--- src/rtl/rv_configs.sv ---
// Shared RV core configuration: datapath widths, data-memory access-size codes
// and the arbiter's last-grant encodings.
`ifndef RV_CONFIGS_SV
`define RV_CONFIGS_SV

`define XLEN       32
`define DMEM_A_BIT 32

`define DMEM_BYTECTRL_B  3'b000
`define DMEM_BYTECTRL_H  3'b001
`define DMEM_BYTECTRL_W  3'b010
`define DMEM_BYTECTRL_BU 3'b100
`define DMEM_BYTECTRL_HU 3'b101

`define DMARB_IDLE 2'd0
`define DMARB_P0   2'd1
`define DMARB_P1   2'd2

`endif

--- src/rtl/rv_dmem_arb_pkg.sv ---
// Types shared by the data-memory arbiter and its helpers.
`include "rv_configs.sv"

package rv_dmem_arb_pkg;

  typedef enum logic [1:0] {
    LgIdle = `DMARB_IDLE,
    LgP0   = `DMARB_P0,
    LgP1   = `DMARB_P1
  } last_gnt_e;

  typedef struct packed {
    logic [`DMEM_A_BIT-1:0] a;
    logic [`XLEN-1:0]       wd;
    logic                   we;
    logic [2:0]             bytectrl;
  } dmem_req_t;

endpackage

--- src/rtl/rv_dmem_align_chk.sv ---
// Flags word accesses not on a 4-byte boundary and halfword accesses on odd addresses.
`include "rv_configs.sv"

module rv_dmem_align_chk (
  input  logic [1:0] a_lo_i,
  input  logic [2:0] bytectrl_i,
  output logic       misaligned_o
);

  always_comb begin
    misaligned_o = 1'b0;
    case (bytectrl_i)
      `DMEM_BYTECTRL_W:                   misaligned_o = |a_lo_i;
      `DMEM_BYTECTRL_H, `DMEM_BYTECTRL_HU: misaligned_o = a_lo_i[0];
      default:                            misaligned_o = 1'b0;
    endcase
  end

endmodule

--- src/rtl/rv_dmem_arb.sv ---
// Two-port data-memory arbiter: p0 has normal priority, p1 wins once it has been
// denied STARVE_LIMIT consecutive cycles. Grant is combinational, ack one cycle later.
`include "rv_configs.sv"

module rv_dmem_arb
  import rv_dmem_arb_pkg::*;
#(
  parameter int unsigned STARVE_LIMIT = 4
) (
  input  logic                   i_dmarb_clk,
  input  logic                   i_dmarb_rstn,
  input  logic                   i_p0_req,
  input  logic [`DMEM_A_BIT-1:0] i_p0_a,
  input  logic [`XLEN-1:0]       i_p0_wd,
  input  logic                   i_p0_we,
  input  logic [2:0]             i_p0_bytectrl,
  output logic                   o_p0_gnt,
  output logic                   o_p0_ack,
  output logic [`XLEN-1:0]       o_p0_rd,
  output logic                   o_p0_err,
  input  logic                   i_p1_req,
  input  logic [`DMEM_A_BIT-1:0] i_p1_a,
  input  logic [`XLEN-1:0]       i_p1_wd,
  input  logic                   i_p1_we,
  input  logic [2:0]             i_p1_bytectrl,
  output logic                   o_p1_gnt,
  output logic                   o_p1_ack,
  output logic [`XLEN-1:0]       o_p1_rd,
  output logic                   o_p1_err,
  output logic [`DMEM_A_BIT-1:0] o_dmem_a,
  output logic [`XLEN-1:0]       o_dmem_wd,
  output logic                   o_dmem_we,
  output logic [2:0]             o_dmem_bytectrl,
  input  logic [`XLEN-1:0]       i_dmem_rd
);

  localparam logic [3:0] StarveLimit = 4'(STARVE_LIMIT);

  logic [3:0]       starve_cnt_q, starve_cnt_d;
  last_gnt_e        last_gnt_q, last_gnt_d;
  logic             err_q, err_d;
  logic [`XLEN-1:0] p0_rd_q, p0_rd_d, p1_rd_q, p1_rd_d;

  logic             starve_flag, gnt0, gnt1, p0_mis, p1_mis, sel_mis;
  logic [`XLEN-1:0] load_data;
  dmem_req_t        sel_req;

  rv_dmem_align_chk u_align_p0 (
    .a_lo_i       (i_p0_a[1:0]),
    .bytectrl_i   (i_p0_bytectrl),
    .misaligned_o (p0_mis)
  );

  rv_dmem_align_chk u_align_p1 (
    .a_lo_i       (i_p1_a[1:0]),
    .bytectrl_i   (i_p1_bytectrl),
    .misaligned_o (p1_mis)
  );

  always_comb begin
    starve_flag = (starve_cnt_q == StarveLimit);
    gnt1        = i_p1_req & (starve_flag | ~i_p0_req);
    gnt0        = i_p0_req & ~gnt1;

    sel_req = '0;
    sel_mis = 1'b0;
    if (gnt1) begin
      sel_req = '{a: i_p1_a, wd: i_p1_wd, we: i_p1_we, bytectrl: i_p1_bytectrl};
      sel_mis = p1_mis;
    end else if (gnt0) begin
      sel_req = '{a: i_p0_a, wd: i_p0_wd, we: i_p0_we, bytectrl: i_p0_bytectrl};
      sel_mis = p0_mis;
    end

    o_p0_gnt        = gnt0;
    o_p1_gnt        = gnt1;
    o_dmem_a        = sel_req.a;
    o_dmem_wd       = sel_req.wd;
    o_dmem_we       = sel_req.we & ~sel_mis;
    o_dmem_bytectrl = sel_req.bytectrl;

    // Stores and faulted accesses return zero rather than whatever memory drives.
    load_data = (sel_mis | sel_req.we) ? '0 : i_dmem_rd;
    p0_rd_d   = gnt0 ? load_data : p0_rd_q;
    p1_rd_d   = gnt1 ? load_data : p1_rd_q;
    err_d     = sel_mis;

    if (!i_p1_req || gnt1) begin
      starve_cnt_d = 4'd0;
    end else if (starve_cnt_q < StarveLimit) begin
      starve_cnt_d = starve_cnt_q + 4'd1;
    end else begin
      starve_cnt_d = starve_cnt_q;
    end

    if (gnt1) begin
      last_gnt_d = LgP1;
    end else if (gnt0) begin
      last_gnt_d = LgP0;
    end else begin
      last_gnt_d = LgIdle;
    end

    o_p0_ack = (last_gnt_q == LgP0);
    o_p1_ack = (last_gnt_q == LgP1);
    o_p0_err = o_p0_ack & err_q;
    o_p1_err = o_p1_ack & err_q;
    o_p0_rd  = p0_rd_q;
    o_p1_rd  = p1_rd_q;
  end

  always_ff @(posedge i_dmarb_clk or negedge i_dmarb_rstn) begin
    if (!i_dmarb_rstn) begin
      starve_cnt_q <= 4'd0;
      last_gnt_q   <= LgIdle;
      err_q        <= 1'b0;
      p0_rd_q      <= '0;
      p1_rd_q      <= '0;
    end else begin
      starve_cnt_q <= starve_cnt_d;
      last_gnt_q   <= last_gnt_d;
      err_q        <= err_d;
      p0_rd_q      <= p0_rd_d;
      p1_rd_q      <= p1_rd_d;
    end
  end

endmodule

--- config.mk ---
export PLATFORM = sky130hd
export DESIGN_NAME = rv_dmem_arb
export DESIGN_NICKNAME = d
export VERILOG_FILES = /design/src/rtl/rv_dmem_arb_pkg.sv /design/src/rtl/rv_dmem_align_chk.sv /design/src/rtl/rv_dmem_arb.sv
export VERILOG_INCLUDE_DIRS = /design/src /design/src/rtl
export SDC_FILE = /design/constraint.sdc
export NUM_CORES = 1
export LEC_CHECK = 0
export ABC_CLOCK_PERIOD_IN_PS = 2650
export BUFFER_PORTS_ARGS = -buffer_cell sky130_fd_sc_hd__buf_4
export CAP_MARGIN = 20
export CELL_PAD_IN_SITES_DETAIL_PLACEMENT = 1
export CELL_PAD_IN_SITES_GLOBAL_PLACEMENT = 1
export CORE_MARGIN = 2
export CORE_UTILIZATION = 28
export DETAILED_ROUTE_END_ITERATION = 7
export PLACE_DENSITY_LB_ADDON = 0.1
export SLEW_MARGIN = 20
export SYNTH_ARGS = -nofsm -noshare
export SYNTH_HDL_FRONTEND = slang
export SYNTH_SLANG_ARGS = --single-unit
--- constraint.sdc ---
create_clock -name i_dmarb_clk -period 2.65 [get_ports i_dmarb_clk]
set_clock_uncertainty 0.2 [all_clocks]
set_input_delay 0.3975 -clock i_dmarb_clk [delete_from_list [all_inputs] [get_ports i_dmarb_clk]]
set_output_delay 0.3975 -clock i_dmarb_clk [all_outputs]
set_load 0.03 [all_outputs]
# After elaboration in Yosys (flattened, before gate mapping)
# Index checks and enable logic that the tools add are counted.
# word_totals
latch_bits	0
ff_bits	71
output_inout_bits	138
mem_count	0
inputBits	172
word_cells	44
ramBits	0
mem_bits_ro	0
# classes
n_addsub	1
n_lt_le_gt_ge	1
mux	11
bitwise_logic	10
n_mul	0
shift	0
reduce_logical	7
div_mod_pow	0
n_eq_ne	9
# op_table
op	n
68-bit 2-to-1 mux	2
32-bit 2-to-1 mux	1
4-bit 2-to-1 mux	2
2-bit OR reduction	4
3-bit by 1-bit equality test with 1-bit output, second input constant	2
3-bit by 2-bit equality test with 1-bit output, second input constant	2
3-bit equality test, second input constant	2
1-bit AND	5
4-bit by 1-bit adder with 4-bit output, second input constant	1
4-bit by 3-bit equality test with 1-bit output, second input constant	1
4-bit by 3-bit < comparator with 1-bit output, second input constant	1
1-bit one-hot mux with 2 select lines	2
1-bit 2-to-1 mux	3
1-bit NOT	3
2-bit by 1-bit equality test with 1-bit output, second input constant	1
2-bit equality test, second input constant	1
2-bit 2-to-1 mux	1
1-bit OR	2
2-bit nonzero test	1
1-bit zero test	1
1-bit logical OR	1

# Logic depth before layout (Yosys ltp)
# Gate-level depths: netlist of run 1.
# depth
word_depth	9
ltp_mapped	8
mapped_depth_nobuf	6

# By module
# A second synthesis of run 1 with hierarchy kept.
# unflattened
cells_unflattened	478
hier_area_um2	3991.3
# modules_own_cells
module	cells_per_inst	area_per_inst_um2	seq_area_each_um2	instances
rv_dmem_arb	470	3943.8	1776.7	1
rv_dmem_align_chk	4	23.8	0.0	2

# Worst setup path before layout of run 1
# OpenSTA, ideal clock, no wires.
# synth_timing
path_kind	flip-flop to output port
startpoint	register starve_cnt_q[0]
endpoint	output port o_dmem_a[2]
setup_slack_ps	-49
stages_incl_launch_ff	9
arrival_time_ps	2102
path_cell_list	dfrtp_1 > inv_1 > ha_1 > nand4b_2 > and2_0 > clkbuf_1 > buf_2 > buf_2 > o21ai_0
# synth_via
elab_chain_cells	7
# synth_rtl
element	line	source
start, declared	rv_dmem_arb.sv:39	logic [3:0] starve_cnt_q, starve_cnt_d;
start signal, assigned	rv_dmem_arb.sv:120	starve_cnt_q <= starve_cnt_d;
4-bit by 3-bit equality test with 1-bit output (*)	rv_dmem_arb.sv:61	starve_flag = (starve_cnt_q == StarveLimit);
1-bit OR (*)	rv_dmem_arb.sv:62	gnt1 = i_p1_req & (starve_flag | ~i_p0_req);
1-bit AND (*)	rv_dmem_arb.sv:62	
1-bit NOT	rv_dmem_arb.sv:63	gnt0 = i_p0_req & ~gnt1;
1-bit AND	rv_dmem_arb.sv:63	
68-bit 2-to-1 mux	rv_dmem_arb.sv:70	end else if (gnt0) begin
68-bit 2-to-1 mux (*)	rv_dmem_arb.sv:67	if (gnt1) begin
end, declared	rv_dmem_arb.sv:30	output logic [`DMEM_A_BIT-1:0] o_dmem_a,
# Mark *: on every way between the ends. The rest lies on a longest branch, timed or not.

# Worst setup path in the final report of run 1
# layout_timing
startpoint	register starve_cnt_q[0]
endpoint	output port o_dmem_wd[4]
# layout_via
elab_chain_cells	7
# layout_rtl
element	line	source
4-bit by 3-bit equality test with 1-bit output (*)	rv_dmem_arb.sv:61	
1-bit OR (*)	rv_dmem_arb.sv:62	
1-bit AND (*)	rv_dmem_arb.sv:62	
1-bit NOT	rv_dmem_arb.sv:63	
1-bit AND	rv_dmem_arb.sv:63	
68-bit 2-to-1 mux	rv_dmem_arb.sv:70	
68-bit 2-to-1 mux (*)	rv_dmem_arb.sv:67	
end, declared	rv_dmem_arb.sv:31	output logic [`XLEN-1:0] o_dmem_wd,
# Marks and branches as above.

==> impl_metrics.tcl, run 1 <==
set metrics [dict create \
    status "finished, violations left" \
    violations "hold timing" \
    slew_headroom_pct 38.5 \
    yosysWarnings 0 \
    synth_area_leader_cell "dfrtp_1" \
    cp_top_family "buffers and inverters" \
    clock_sinks 71 \
    min_period_ns 2.56 \
    hold_violations 1 \
    synth_xor_area_share_pct 0 \
    async_flop_share_pct 100 \
    report.final.setup_viol 0 \
    cp.required_ns 2.05 \
    cp-end-kind "primary output" \
    hold_ws_ns -0.00582 \
    grt_pass1_wl_um 28600 \
    finalNetCount 951 \
    seq_power_share_pct 33.0 \
    final_antenna_net_count 0 \
    dp_hpwl_um 13600 \
    combPwrFrac_pct 33.9 \
    yosysMostFrequentCell "nand3_1" \
    synth_compound_area_share_pct 26.0 \
    routabilityCongestion 0.844 \
    clock_latency_ns 0.32 \
    dp_cells 950 \
    timing.rr.start "starve_cnt_q[0]" \
    synthesis.instances 491 \
    syn-cell-area_sq_um 4340 \
    fillCellCount 1775 \
    p_switching_mw 1.23 \
    synth_fa_ha_area_share_pct 0.576 \
    avgSynthCellArea_sq_um 8.84 \
    ys_seq_elements 71 \
    path_cells "inv_2, ha_4, nand4b_4, and2_4, bufbuf_16, o21ai_0, buf_4" \
    max_freq_ghz 0.391 \
    die_x_um 129 \
    p_int_mw 2.53 \
    drt_first_pass_iters 4 \
    synthFlopType "dfrtp_1" \
    start_util_pct 28.6 \
    die_h_um 129 \
    r2r_setup_slack_ns 0.29 \
    start_kind "flip-flop" \
    routedWlPerCell_um 19.6 \
    synth-simple-area-share_pct 20.4 \
    clock_path_buffers 2 \
    power_mw 3.76 \
    io_buffers 309 \
    row_count 45 \
    cts_root_buf "clkbuf_16" \
    swShare_pct 32.6 \
    rsz0062_at_grt "yes" \
    htree_levels 3 \
    n_antenna_cell 0 \
    hold_class "in -> async" \
    core_sq_um 15200 \
    cap_violations 0 \
    clock_power_share_pct 33.1 \
    synth_cell_types 34 \
    drt_iter0_drc 127 \
    wl_um 19100 \
    yosysSeqAreaShare_pct 40.9 \
    viasPerCell 5.08 \
    synth_nets 665 \
    grt_usage_pct 22.3 \
    synth.area.mux_share_pct 0 \
    r2r_end "err_q" \
    r2r_cells 7 \
    cp_slowest_cell "dfrtp_1" \
    ir_drop_mv 0.236 \
    synth_top_family_by_area "compound AO/OA/AOI/OAI gates" \
    synth.area.top_cells "dfrtp_1 (41%), nand3_1 (11%), o2bb2ai_2 (10%), o21ai_0 (7.7%), inv_1 (6.2%)" \
    tightest_slew_ns 0.923 \
    vias 4926 \
    cts_inserted_buffers 9 \
    grt_pass1_vias 5210 \
    path_class "reg -> out" \
    area_growth_pct 65.9 \
    worst-path-max-fanout 25 \
    p_per_area_nw_per_um2 522 \
    drv_slew 0 \
    netlist_top_cells_count "nand3_1 (99), inv_1 (72), dfrtp_1 (71), o21ai_0 (67), clkbuf_1 (35)" \
    worst_path_largest_cell_delay_ns 0.39 \
    cts_tree "yes" \
    grt_overflow 0 \
    cp.arrival_ns 1.96 \
    synth_top_area_share_pct 40.9 \
    grt_max_degree 104 \
    leakage_nw 3.95 \
    drc 0 \
    critPathBufInv 3 \
    clk_pin_slew_ns 0.06 \
    cts_hold_buffers 0 \
    antenna_found_initial 0 \
    ios 310 \
    design.die.area_sq_um 16500 \
    drive_gt1_share_pct 51.9 \
    fin_cells 970 \
    fin_crit_sh_pct 96.6 \
    synth-edff-count 0 \
]
power groups by stage:
stage | Clock, mW | Sequential (mW) | Combinational, mW
floorplan | 0 | 1.42 | 0.494
CTS | 1.27 | 1.24 | 1.28
finish | 1.24 | 1.24 | 1.27
global placement | 0 | 1.26 | 1.25
detailed placement | 0 | 1.26 | 1.27
global route | 1.32 | 1.25 | 1.35
timing repair:
item	in CTS	in global routing
buffers inserted	0	2
cloned	2	0
pin swaps	2	1
gates resized for setup	8	10
setup endpoints to repair	63	30
kinds of logic (layout without fill, tap and decap cells):
family	Yosys count	count (layout)
AND/OR/NAND/NOR	157	157
AO/OA/AOI/OAI	139	139
flip-flops	71	71
adder cells (fa/ha/maj)	2	2
buffers and inverters	122	413
worst reg2reg max path: stages (launching register included):
cell and delay, ns:
dfrtp_1 0.39, inv_2 0.09, ha_4 0.16, nand4b_4 0.15, bufbuf_16 0.38, nand2_2 0.11, buf_4 0.48, o22ai_1 0.24
layout by cell type, fill, tap and decap left out, types with 2 or more instances in the layout:
cell type	instances
a21oi_1	3
a31o_1	3
a31o_2	29
and2_1	2
and3_1	34
and4bb_1	2
buf_12	2
buf_4	319
bufbuf_16	2
clkbuf_1	2
clkbuf_16	9
clkbuf_8	3
dfrtp_1	71
inv_1	71
inv_2	2
nand2_1	4
nand3_1	99
nor2b_1	3
nor3_1	2
nor4bb_1	2
o21ai_0	56
o21ai_1	14
o2bb2ai_1	2
o2bb2ai_2	30
area by class of cell:
| type | instances | area (sq um) | share of cell area, % |
|---|---|---|---|
| clock buffer | 14 | 274 | 3.80 |
| clock inverter | 2 | 37.5 | 0.521 |
| inverter | 73 | 274 | 3.80 |
| multi-input combinational | 298 | 2080 | 28.8 |
| sequential | 71 | 1780 | 24.7 |
| tap | 188 | 235 | 3.27 |
| timing repair buffer | 324 | 2530 | 35.1 |
metrics by stage:
stage	instance area, sq um	setup TNS (ns)	util (%)	setup WS (ns)
2_1_floorplan	4340	-0.788	-	-0.0492
3_5_place_dp	6780	0	44.6	0.130
3_3_place_gp	6780	0	44.6	0.194
4_1_cts	7190	0	47.3	0.0156
6_report	7200	0	47.4	0.0895
5_1_grt	7200	-0.0374	47.4	-0.0102
worst max-delay path by stage:
stage	startpoint	endpoint	slack [ns]	depth (start not counted)
after floorplan	starve_cnt_q[0]	o_dmem_a[13]	-0.05	8
after global placement	starve_cnt_q[0]	o_dmem_we	0.19	8
after detailed placement	starve_cnt_q[0]	o_dmem_we	0.13	8
after CTS	starve_cnt_q[1]	o_dmem_a[29]	0.02	7
after global routing	starve_cnt_q[1]	o_dmem_wd[7]	-0.01	7
final	starve_cnt_q[0]	o_dmem_wd[4]	0.09	7
sequential cells by signal (all words and copies together), names as in the netlist:
signal	flops
o_p1_rd	32
o_p0_rd	32
err_q	1
starve_cnt_q	4
last_gnt_q	2
routing by layer:
layer  share of wire (%)  up-vias  wire, um  track usage (%)
li1                    -     2303         -                -
met3                 6.4       24      1210             5.16
met5                   0        -         0                0
met4                 2.6        0       503             8.06
met2                  53      177     10100             41.4
met1                  38     2422      7280             24.9
Power figures use the tool's default switching activity.
==> run 2: changes to the inputs <==
Settings changed: CORE_UTILIZATION 28 to 27, SYNTH_HIERARCHICAL from default to 1, TNS_END_PERCENT from default to 20.
==> run 2 against run 1 <==
The run still ends with hold timing left. Count of clock-buffer cells in the layout is 4 lower. Total power increased by 2.9%. Sequential share of layout area rose by 1.3 points. Utilization decreased by 0.19 points. Worst setup slack better by 0.0015 ns. Largest power group is now clock.
==> impl_metrics.tcl, run 2 <==
set metrics [dict create \
    path_class "reg -> out" \
    grt_pass1_wl_um 25600 \
    p_per_area_nw_per_um2 566 \
    routabilityCongestion 0.773 \
    antenna_found_initial 0 \
    rsz0062_at_grt "yes" \
    yosysWarnings 6 \
    drt_first_pass_iters 4 \
    grt_overflow 0 \
    leakage_nw 3.80 \
    seq_power_share_pct 32.4 \
    p_int_mw 2.63 \
    swShare_pct 32.1 \
    r2r_setup_slack_ns 0.53 \
    tightest_slew_ns 0.913 \
    cp.required_ns 2.05 \
    grt_max_degree 73 \
    core_sq_um 14500 \
    clk_pin_slew_ns 0.06 \
    io_buffers 309 \
    ys_seq_elements 71 \
    viasPerCell 4.73 \
    synth.area.top_cells "dfrtp_1 (45%), inv_1 (9.9%), nand3_1 (8.5%), o21ai_0 (8.4%), mux2i_1 (8.0%)" \
    dp_hpwl_um 12900 \
    start_util_pct 27.6 \
    cp-end-kind "primary output" \
    cap_violations 0 \
    drc 0 \
    grt_pass1_vias 4698 \
    synthesis.instances 478 \
    cp_top_family "buffers and inverters" \
    wl_um 16500 \
    yosysSeqAreaShare_pct 44.5 \
    combPwrFrac_pct 32.3 \
    yosysMostFrequentCell "inv_1" \
    clock_power_share_pct 35.3 \
    clock_sinks 71 \
    timing.rr.start "starve_cnt_q[0]" \
    area_growth_pct 71.2 \
    cpMostUsedCell "buf_4" \
    violations "hold timing" \
    cts_root_buf "clkbuf_16" \
    routedWlPerCell_um 17.1 \
    synth_area_leader_cell "dfrtp_1" \
    worst_path_largest_cell_delay_ns 0.39 \
    slew_headroom_pct 39.1 \
    avgSynthCellArea_sq_um 8.35 \
    critPathBufInv 3 \
    cp_slowest_cell "dfrtp_1" \
    cp-startpoint "starve_cnt_q[0]" \
    grt_usage_pct 20.4 \
    dp_cells 946 \
    drive_gt1_share_pct 43.6 \
    ios 310 \
    synth_top_area_share_pct 44.5 \
    report.final.setup_viol 0 \
    final_common_cell "buf_4" \
    clock_latency_ns 0.33 \
    cts_inserted_buffers 9 \
    vias 4554 \
    synthFlopType "dfrtp_1" \
    finalNetCount 947 \
    netlist_top_cells_count "inv_1 (105), dfrtp_1 (71), nand3_1 (68), o21ai_0 (67), nand2_1 (40)" \
    n_antenna_cell 0 \
    die_x_um 126 \
    fin_crit_sh_pct 96.6 \
    async_flop_share_pct 100 \
    syn-cell-area_sq_um 3990 \
    design.die.area_sq_um 15800 \
    worst-path-max-fanout 27 \
    hold_violations 1 \
    htree_levels 3 \
    fin_cells 962 \
    cts_tree "yes" \
    row_count 44 \
    placed_area_sq_um 6480 \
    cts_hold_buffers 0 \
    hold_class "in -> async" \
    ir_drop_mv 0.309 \
    cp_num_cells 7 \
    synth_cell_types 26 \
    r2r_cells 8 \
    drt_iter0_drc 120 \
    p_switching_mw 1.24 \
    postCtsSetupBuffers 0 \
    final_antenna_net_count 0 \
    final_cell_mix "buf_4 (313), inv_1 (105), dfrtp_1 (71), nand3_1 (68), o21ai_0 (52)" \
    cp.arrival_ns 1.96 \
    path_cells "inv_1, ha_2, nand4b_4, a21boi_4, buf_4, o21ai_0, buf_4" \
    synth_nets 652 \
    clock_path_buffers 2 \
    finalInstanceArea_sq_um 6830 \
    pre_cts_ws_ns 0.302 \
    hold_ws_ns -0.00377 \
    layout_setup_ws_ns 0.0910 \
    status "finished, violations left" \
    start_kind "flip-flop" \
    drv_slew 0 \
    die_h_um 126 \
    max_freq_ghz 0.391 \
    final_core_util_pct 47.2 \
    min_period_ns 2.56 \
    synth-edff-count 0 \
]
run 2: cell types whose count changed in the layout (fill, tap and decap cells not counted), sizes merged, moves of 3 or more:
cell | previous run | this run
clkinv | 0 | 3
clkbuf | 14 | 10
inv | 73 | 106
a31o | 32 | 0
o2bb2ai | 32 | 0
nand2 | 5 | 40
and3 | 34 | 1
mux2i | 0 | 32
nand3 | 99 | 68
buf | 322 | 318
a22o | 0 | 32
run 2: layout make-up:
class                           count  area [sq um]
Clock buffer                       10           229
Clock inverter                      6           109
Fill cell                        1753          7650
Inverter                          106           398
Multi-Input combinational cell    267          1660
Sequential cell                    71          1780
Tap cell                          184           230
Timing Repair Buffer              318          2430
run 2: cells by family after synthesis:
| kind of cell | Yosys count | synth area share, % |
|---|---|---|
| multiplexers | 32 | 8.03 |
| AND/OR/NAND/NOR | 121 | 15.1 |
| AO/OA/AOI/OAI | 112 | 17.6 |
| flip-flops | 71 | 44.5 |
| buffers and inverters | 140 | 14.1 |
| adder cells (fa/ha/maj) | 2 | 0.627 |
run 2: repair_timing:
action	in CTS	in global routing
cloned	0	0
endpoints found under the setup margin	39	60
gates resized for setup	2	16
endpoints found under the hold margin	0	0
run 2: power by group through the flow:
stage / combinational, mW / clock (mW) / sequential, mW
3_3_place_gp: 1.24 / 0 / 1.26
3_5_place_dp: 1.26 / 0 / 1.27
2_1_floorplan: 0.433 / 0 / 1.47
4_1_cts: 1.27 / 1.39 / 1.25
5_1_grt: 1.33 / 1.44 / 1.27
6_report: 1.25 / 1.37 / 1.25
run 2: final timing paths:
path,end
worst max register to register,o_p1_rd[25]
max in group asynchronous,starve_cnt_q[0]
worst min register to register,o_p0_rd[20]
worst min-delay path,o_p0_rd[18]
min in group i_dmarb_clk,o_p0_rd[29]
worst max-delay path,o_dmem_wd[0]
run 2: per-stage QoR:
stage	TNS, ns	hold WS (ns)	power, mW
global route	-0.0158	0.0788	4.03
detailed placement	0	0.296	2.53
floorplan	0	-0.0981	1.90
global placement	0	0.290	2.51
finish	0	-0.00377	3.87
CTS	0	0.0314	3.91
run 2: routing by layer:
layer / GRT usage, % / vias to the layer above / wire [um]
met5: 0 / - / 0
met2: 37.6 / 172 / 8780
met3: 6.46 / 21 / 1320
li1: - / 2168 / -
met1: 22.1 / 2193 / 6070
met4: 6.27 / 0 / 334
==> run 3: changes to the inputs <==
Settings changed: PLACE_DENSITY from default to 0.85, PLACE_DENSITY_LB_ADDON 0.1 to default.
==> run 3 against run 2 <==
The flow still finishes with violations (hold timing). Flip-flop and latch count unchanged. Cell count decreased by 0.21%. Total power shrank 1.4%. Largest power group unchanged. Critical path type unchanged. Global-route usage grew 0.34 points. Non-clock buffer count fell by 1. Sequential power barely moved. Combinational power about the same. Die area unchanged. Worst setup slack worse by 0.050 ns.
==> impl_metrics.tcl, run 3 (synthesized netlist as in run 2, its figures left out) <==
set metrics [dict create \
    clock_path_buffers 2 \
    routedWlPerCell_um 17.5 \
    hold_ws_ns -0.0151 \
    start_kind "flip-flop" \
    design.die.area_sq_um 15800 \
    start_util_pct 27.6 \
    p_switching_mw 1.26 \
    core_sq_um 14500 \
    rsz0062_at_grt "yes" \
    swShare_pct 33.0 \
    r2r_cells 8 \
    grt_overflow 0 \
    min_period_ns 2.61 \
    worst_path_largest_cell_delay_ns 0.39 \
    critPathBufInv 3 \
    worst-path-max-fanout 70 \
    final_common_cell "buf_4" \
    postCtsSetupBuffers 0 \
    grt_pass1_wl_um 26000 \
    die_x_um 126 \
    cp_slowest_cell "dfrtp_1" \
    pre_cts_ws_ns 0.192 \
    clock_power_share_pct 34.1 \
    grt_max_degree 73 \
    clock_sinks 71 \
    row_count 44 \
    grt_pass1_vias 4740 \
    vias 4565 \
    cp.arrival_ns 2.01 \
    violations "hold timing" \
    io_buffers 309 \
    p_per_area_nw_per_um2 561 \
    path_class "reg -> out" \
    cts_tree "yes" \
    hold_violations 10 \
    drive_gt1_share_pct 43.7 \
    cap_violations 0 \
    routabilityCongestion 0.816 \
    slew_headroom_pct 39.9 \
    clock_latency_ns 0.32 \
    final_core_util_pct 46.9 \
    drc 0 \
    drv_slew 0 \
    cp_num_cells 7 \
    cp-end-kind "primary output" \
    final_antenna_net_count 0 \
    cts_inserted_buffers 9 \
    die_h_um 126 \
    wl_um 16800 \
    tns_ns 0 \
    fillCellCount 1762 \
    final_cell_mix "buf_4 (314), inv_1 (105), dfrtp_1 (71), nand3_1 (68), o21ai_0 (58)" \
    path_cells "inv_1, ha_2, nand4b_4, a21boi_4, buf_12, o21ai_1, buf_4" \
    cp_top_family "buffers and inverters" \
    ios 310 \
    dp_hpwl_um 13000 \
    fin_crit_sh_pct 98.5 \
    antenna_found_initial 0 \
    seq_power_share_pct 32.9 \
    tightest_slew_ns 0.901 \
    grt_usage_pct 20.7 \
    clk_pin_slew_ns 0.06 \
    hold_class "in -> async" \
    report.final.setup_viol 0 \
    ir_drop_mv 0.222 \
    leakage_nw 3.78 \
    cts_root_buf "clkbuf_16" \
    combPwrFrac_pct 33.0 \
    n_antenna_cell 0 \
    status "finished, violations left" \
    drt_iter0_drc 157 \
    drt_first_pass_iters 4 \
    finalNetCount 946 \
    p_int_mw 2.55 \
    max_freq_ghz 0.383 \
    area_growth_pct 70.3 \
    htree_levels 3 \
    viasPerCell 4.76 \
    layout_setup_ws_ns 0.0406 \
    cp.required_ns 2.05 \
]
run 3: cell count changes in the layout (fill, tap and decap cells not counted), sizes merged:
cell    before  now
bufinv       3    2
buf        318  317
run 3: final timing paths:
kind,start,to,slack (ns)
worst max-delay path,starve_cnt_q[0],o_dmem_a[29],0.04
worst min-delay path,i_dmarb_rstn,o_p0_rd[19],-0.02
worst max register to register,starve_cnt_q[0],o_p1_rd[6],0.25
worst min register to register,o_p0_rd[12],o_p0_rd[12],0.31
max in group asynchronous,i_dmarb_rstn,o_p1_rd[9],1.66
min in group i_dmarb_clk,i_dmem_rd[22],o_p0_rd[22],0.10
run 3: per-stage QoR:
stage | std cells | power (mW) | area (sq um)
global route | 960 | 3.99 | 6800
finish | 960 | 3.81 | 6800
CTS | 960 | 3.85 | 6790
global placement | 945 | 2.50 | 6460
detailed placement | 945 | 2.53 | 6460
floorplan | 478 | 1.90 | 3990
run 3: area by class of cell:
type                            instances  area [sq um]  share of cell area (%)
Clock buffer                           10           239                    3.52
Sequential cell                        71          1780                    26.1
Inverter                              106           398                    5.86
Multi-Input combinational cell        267          1660                    24.4
Tap cell                              184           230                    3.39
Clock inverter                          5          82.6                    1.22
Timing Repair Buffer                  317          2410                    35.4
run 3: timing repair:
item,CTS,global route
hold buffers,0,0
setup endpoints to repair,2,30
resized for setup,5,7
run 3: per-layer routing:
layer,global-route usage [%],part of all wire [%]
met5,0,0
met4,6.08,1.8
met3,5.65,8.8
met2,37.1,51
met1,24.2,39
run 3: power by group through the flow:
stage / Combinational, mW / Sequential [mW] / Clock [mW]
2_1_floorplan: 0.433 / 1.47 / 0
3_3_place_gp: 1.23 / 1.27 / 0
3_5_place_dp: 1.26 / 1.27 / 0
4_1_cts: 1.27 / 1.26 / 1.33
5_1_grt: 1.34 / 1.27 / 1.38
6_report: 1.26 / 1.26 / 1.30
